==> src/rtl/mips_pkg.sv <==
// Constants shared across the single-cycle MIPS datapath blocks.
package mips_pkg;

    localparam int DATA_W   = 32;
    localparam int ADDR_W   = 5;
    localparam int NUM_REGS = 32;
    localparam logic [4:0] REG_ZERO = 5'd0;

endpackage : mips_pkg

==> src/rtl/reg_file.sv <==
// MIPS general-purpose register file: two combinational read ports, one clocked write port,
// with optional hardwired-zero register 0.
module reg_file #(
    parameter int DATA_W   = mips_pkg::DATA_W,
    parameter int ADDR_W   = mips_pkg::ADDR_W,
    parameter bit ZERO_REG = 1'b1
) (
    input  logic              clock,
    input  logic              reset,
    input  logic              RegWrite,
    input  logic [ADDR_W-1:0] ReadReg1,
    input  logic [ADDR_W-1:0] ReadReg2,
    input  logic [ADDR_W-1:0] WriteReg,
    input  logic [DATA_W-1:0] WriteData,
    output logic [DATA_W-1:0] ReadData1,
    output logic [DATA_W-1:0] ReadData2
);

    import mips_pkg::*;

    localparam int DEPTH = 2 ** ADDR_W;
    localparam logic [ADDR_W-1:0] ZERO_IDX = ADDR_W'(REG_ZERO);

    logic [DATA_W-1:0] regs_r [DEPTH];
    logic [ADDR_W-1:0] readIdx_s [2];
    logic [DATA_W-1:0] readData_s [2];
    logic              writeEn_s;

    // Writes to the hardwired-zero index are dropped before they reach storage.
    always_comb begin
        writeEn_s = 1'b0;
        if (ZERO_REG && (WriteReg == ZERO_IDX)) begin
            writeEn_s = 1'b0;
        end else begin
            writeEn_s = RegWrite;
        end
    end

    // Register storage: synchronous clear takes priority over any write in the same cycle.
    always_ff @(posedge clock) begin
        if (reset) begin
            for (int i = 0; i < DEPTH; i++) begin
                regs_r[i] <= '0;
            end
        end else if (writeEn_s) begin
            regs_r[WriteReg] <= WriteData;
        end
    end

    assign readIdx_s[0] = ReadReg1;
    assign readIdx_s[1] = ReadReg2;

    // Both read ports come from this single loop body so masking is identical on each.
    for (genvar p = 0; p < 2; p++) begin : g_readPort
        // Combinational read mux with zero-register masking.
        always_comb begin
            readData_s[p] = '0;
            if (ZERO_REG && (readIdx_s[p] == ZERO_IDX)) begin
                readData_s[p] = '0;
            end else begin
                readData_s[p] = regs_r[readIdx_s[p]];
            end
        end
    end

    assign ReadData1 = readData_s[0];
    assign ReadData2 = readData_s[1];

endmodule : reg_file

==> config.mk <==
export PLATFORM = sky130hd
export DESIGN_NAME = reg_file
export DESIGN_NICKNAME = d
export VERILOG_FILES = /design/src/rtl/mips_pkg.sv /design/src/rtl/reg_file.sv
export SDC_FILE = /design/constraint.sdc
export NUM_CORES = 2
export LEC_CHECK = 0
export ABC_AREA = 1
export CAP_MARGIN = 20
export CORE_MARGIN = 10
export CORE_UTILIZATION = 50
export CTS_CLUSTER_SIZE = 24
export DETAILED_ROUTE_END_ITERATION = 10
export PLACE_DENSITY = 0.66
export SYNTH_ARGS = -nofsm -noshare
export SYNTH_HDL_FRONTEND = slang
export SYNTH_SLANG_ARGS = --single-unit
==> constraint.sdc <==
create_clock -name clock -period 4.8 [get_ports clock]
set_clock_uncertainty 0.05 [all_clocks]
set_input_delay 0.48 -clock clock [delete_from_list [all_inputs] [get_ports clock]]
set_output_delay 0.48 -clock clock [all_outputs]
set_load 0.03 [all_outputs]
======== Word-level counts from Yosys, hierarchy flattened ========
Memories as Yosys holds them, arrays and structs flattened.
Index checks and enable logic that the tools add are counted.
word-level totals
  flip-flop bits (word level) ............. 0
  RAM bits ................................ 1024
  output and inout bits ................... 64
  memories ................................ 1
cells by class
  multiplexer cells ....................... 11
  reduce and logical (&&, ||, !) cells .... 4
memory list
  name    words  width  rd ports  clocked after Yosys merged registers in  write ports  RTL line        text
  regs_r  32     32     2         0                                        32           reg_file.sv:24  logic [DATA_W-1:0] regs_r [DEPTH];
operators by type and width
  kind                 count
  two-way mux 32 bit   3
  OR reduction 32 bit  1
  logical NOT 5 bit    3
  two-way mux 1 bit    7
  two-way mux 5 bit    1

======== Depth between registers and ports, before layout ========
  depth after elaboration ................. 7
  gate-level depth with buffers ........... 13
  mapped depth without buffers ............ 10

======== Worst setup path after synthesis ========
No wires, ideal clock.
  path kind ............................... in2reg
  start point ............................. in WriteReg[3]
  end point ............................... mem regs_r[10][0] (enable)
  data arrival time ....................... 2.108 ns
  required time ........................... 4.361 ns
  slack ................................... 2.252 ns
  cell stages on the path ................. 11
  path through ............................ inv_1 nand3_1 inv_1 nand2_1 nand3_1 inv_1 nand3_1 inv_1 nand2_1 buf_2 nand2_1
RTL lines
  element          RTL line        text
  start, declared  reg_file.sv:13  input logic [ADDR_W-1:0] WriteReg,
  end, declared    reg_file.sv:24

======== Final worst setup path ========
  start point ............................. in ReadReg2[3]
  end point ............................... out ReadData2[6]
on the way
  word-level cells in the longest chain between the ends .. 2
  elaborated cells between the ends (all ways) .. 3
RTL lines
  element                                                    RTL line        text
  start, declared                                            reg_file.sv:12  input logic [ADDR_W-1:0] ReadReg2,
  memory (32 x 32 bit) or logical NOT 5 bit (tied branches)  --
  two-way mux 32 bit (*)                                     reg_file.sv:58  if (ZERO_REG && (readIdx_s[p] == ZERO_IDX)) begin
  end, declared                                              reg_file.sv:16  output logic [DATA_W-1:0] ReadData2
Every way passes the cells marked *; elsewhere a longest branch is shown, timed or not.

==> impl_metrics.xml <==
<?xml version="1.0" encoding="UTF-8"?>
<metrics>
  <group name="finish">
    <metric name="share_of_post_route_cells_with_drive_strength_above_1" unit="">0.06357</metric>
    <metric name="num_antenna_cells" unit="">0</metric>
    <metric name="mostFrequentLayoutCells" unit="">2023 x nand2_1, 1788 x nor2_1, 1024 x edfxtp_1</metric>
    <metric name="layout.core_utilization" unit="">0.5628</metric>
    <metric name="biggestRegsByFlops" unit="">regs_r: 1024 flops</metric>
    <metric name="regMostFlops" unit="">regs_r</metric>
    <metric name="largest_register_ff_count" unit="">1024</metric>
    <metric name="layout.cells.most_common" unit="">nand2_1</metric>
    <metric name="area_growth_syn_to_layout" unit="%">11.91</metric>
    <metric name="layout.nets" unit="">7115</metric>
    <metric name="finish.instance_area" unit="um2">63320</metric>
  </group>
  <group name="synthesis">
    <metric name="yosys_warnings" unit="">0</metric>
    <metric name="netlist_instances" unit="">7255</metric>
    <metric name="yosys-mux-area-fraction" unit="">0</metric>
    <metric name="largest_family_of_logic_cells_by_synthesized_area" unit="">simple AND/OR/NAND/NOR gates</metric>
    <metric name="synth.lib_cells_used.distinct" unit="">19</metric>
    <metric name="ys_seq_area_frac" unit="">0.5435</metric>
    <metric name="mappedNetlistArea" unit="um2">56580</metric>
    <metric name="synth_simple_gate_area_share" unit="">0.3449</metric>
    <metric name="arithmetic_cell_share_of_the_synthesized_area_counting_full_adders_half_adders_and_majority_gates" unit="">0</metric>
    <metric name="postSynthRegisterBits" unit="">1024</metric>
    <metric name="yosys.area_share.xor_xnor" unit="">0</metric>
    <metric name="synth_compound_area_frac" unit="">0.05223</metric>
    <metric name="syn-mean-instance-area" unit="um2">7.799</metric>
  </group>
  <group name="power_and_ir_drop">
    <metric name="swShare" unit="">0.2826</metric>
    <metric name="pwr_density_cell" unit="nW/um2">355.5</metric>
    <metric name="p_int" unit="uW">16150</metric>
    <metric name="comb_power_share" unit="">0.150</metric>
    <metric name="share_clk_of_total_power" unit="">0.380</metric>
    <metric name="post-layout-total-power" unit="uW">22510</metric>
    <metric name="worst_ir_drop_vdd" unit="mV">0.3132</metric>
    <metric name="sequentialPowerShare" unit="">0.470</metric>
    <metric name="power.net_switching" unit="uW">6361</metric>
    <metric name="total_leakage_power" unit="uW">0.02605</metric>
  </group>
  <group name="clocking">
    <metric name="tritoncts_num_sinks" unit="">1024</metric>
    <metric name="clkTransAtPathRegs" unit="ns">0.06</metric>
    <metric name="postCtsResizedCells" unit="">0</metric>
    <metric name="cts_htree_levels" unit="">3</metric>
    <metric name="cts_setup_buffers" unit="">0</metric>
    <metric name="cts_root_buffer" unit="">clkbuf_16</metric>
    <metric name="tritoncts" unit="">done</metric>
    <metric name="cts-hold-fix-buffers" unit="">0</metric>
    <metric name="cts_made_buffers" unit="">111</metric>
    <metric name="ctsLongestPathBuffers" unit="">3</metric>
  </group>
  <group name="place">
    <metric name="placed_cell_area" unit="um2">59680</metric>
    <metric name="gp_routability_congestion" unit="">0.8906</metric>
    <metric name="port-buffer-count" unit="">113</metric>
    <metric name="hpwl" unit="um">119900</metric>
  </group>
  <group name="route">
    <metric name="route.met3.wl" unit="um">30960</metric>
    <metric name="route.detailed.drc" unit="">0</metric>
    <metric name="drt_iter0_drc" unit="">9190</metric>
    <metric name="route.layer.met1.wl" unit="um">76770</metric>
    <metric name="vias_per_cell" unit="">6.148</metric>
    <metric name="wire_per_inst" unit="um">25.07</metric>
    <metric name="drt_wl_total" unit="um">217100</metric>
    <metric name="detailedRoute.firstPassIterationCount" unit="">8</metric>
    <metric name="route.vias.total" unit="">53230</metric>
    <metric name="routed-wl-met2" unit="um">95590</metric>
    <metric name="route.top_layer_used" unit="">met5</metric>
    <metric name="ant_nets" unit="">0</metric>
  </group>
  <group name="run_status">
    <metric name="outcome" unit="">finished, final reports clean</metric>
  </group>
  <group name="grt">
    <metric name="grt_pass1_vias" unit="">49940</metric>
    <metric name="groute.usage.overall" unit="">0.3313</metric>
    <metric name="antenna_violations_before_repair" unit="">2</metric>
    <metric name="gr-total-overflow" unit="">0</metric>
    <metric name="grt_max_degree" unit="">170</metric>
    <metric name="wire_length_of_the_first_global_routing_pass" unit="um">319000</metric>
  </group>
  <group name="sta">
    <metric name="max_freq" unit="GHz">0.2513</metric>
    <metric name="setup_violations" unit="">0</metric>
    <metric name="maxSlewHeadroom" unit="">0.2970</metric>
    <metric name="worstMarginPinSlew" unit="ns">1.053</metric>
    <metric name="hold_viol_final" unit="">0</metric>
    <metric name="tns" unit="ns">0</metric>
    <metric name="maxSlewViolCount" unit="">0</metric>
    <metric name="rsz_0062_raised_after_global_routing" unit="">false</metric>
    <metric name="timing.final.crit_share" unit="">0.8290</metric>
    <metric name="layout_min_cycle_time" unit="ns">3.979</metric>
  </group>
  <group name="critical_path">
    <metric name="maximum_fanout_encountered_on_the_critical_timing_path" unit="">37</metric>
    <metric name="critical_path.endpoint_type" unit="">output port</metric>
    <metric name="worst_setup_path_start_kind" unit="">primary input</metric>
    <metric name="timing.setup.critical_path_class" unit="">in -&gt; out</metric>
    <metric name="critical_path_arrival" unit="ns">3.45</metric>
    <metric name="crit_required" unit="ns">4.27</metric>
  </group>
  <group name="floorplanning">
    <metric name="die_height" unit="um">356.4</metric>
    <metric name="die_area" unit="um2">127000</metric>
    <metric name="row_count" unit="">123</metric>
    <metric name="die-width" unit="um">356.4</metric>
    <metric name="initial_core_util" unit="">0.5029</metric>
    <metric name="io_pins" unit="">114</metric>
    <metric name="floorplan.core_area" unit="um2">112500</metric>
  </group>
  <group name="run">
    <metric name="cap_violations" unit="">0</metric>
  </group>
  <group name="min_path">
    <metric name="timing.hold.worst.class" unit="">in -&gt; reg</metric>
  </group>
</metrics>
cell usage after synthesis:
library cell  count  area share
nand2_1        2084        0.14
nor2_1         1790        0.12
edfxtp_1       1024        0.54
nand3_1         984       0.087
o21ai_0         407       0.036
clkbuf_1        300       0.020
buf_2           254       0.022
inv_1           151       0.010
a21oi_1         121       0.011
buf_1            50      0.0033
o21ai_1          28      0.0025
o211ai_1         23      0.0031
buf_4            22      0.0029
nor3_1            8     0.00071
clkinv_1          3     0.00020
buf_6             2     0.00040
inv_2             2     0.00013
conb_1            1    0.000066
nand4_1           1     0.00011
final cells by class:
cell class	instances	area, um2
fillers	10030	49180
flip-flops and latches	1024	30750
multi-input cells	5478	22760
repair buffers	294	3780
clock buffers	131	2853
well taps	1500	1877
clock inverters	75	676.9
inverters	156	623.1
power by group through the flow:
stage          Combinational [uW]  Sequential [uW]  Clock [uW]
2_1_floorplan                1920            10700           0
3_3_place_gp                 3230            10700           0
3_5_place_dp                 3270            10800           0
4_1_cts                      3280            10600        8540
5_1_grt                      3600            10600        8890
6_report                     3380            10600        8550
layer usage:
metal	track usage	vias to the layer above
met2	0.5032	4223
met4	0.1910	2
met5	0	-
met1	0.4332	24890
li1	-	23380
met3	0.07662	743
kinds of logic (layout without fill, tap and decap cells):
family                 Yosys count  after routing
AOI/OAI and AO/OA              579            579
buffers and inverters          784            656
DFF                           1024           1024
other                            1             32
and+or+nand+nor               4867           4867
worst max-delay path, stage by stage:
cell	delay (ns)
buf_4	0.55
buf_4	0.56
nor3_1	0.12
nand3_2	0.10
buf_4	0.36
nand2_1	0.10
nor2_1	0.30
clkdlybuf4s50_1	0.76
per-stage QoR:
| stage | hold slack [ns] | setup WS (ns) | cells |
|---|---|---|---|
| after floorplan | 0.6690 | 2.252 | 7286 |
| after global placement | 1.153 | 0.9519 | 8442 |
| after detailed placement | 1.153 | 0.9504 | 8448 |
| after CTS | 0.3942 | 0.9489 | 8654 |
| after global routing | 0.4053 | 0.8041 | 8658 |
| final | 0.4165 | 0.8209 | 8658 |
final timing paths:
| kind | cells past startpoint | slack, ns | endpoint | from |
|---|---|---|---|---|
| min | 2 | 0.42 | regs_r[0][18] | reset |
| max | 8 | 0.82 | ReadData2[6] | ReadReg2[3] |
Note: power is estimated with default switching activity, not from simulation.
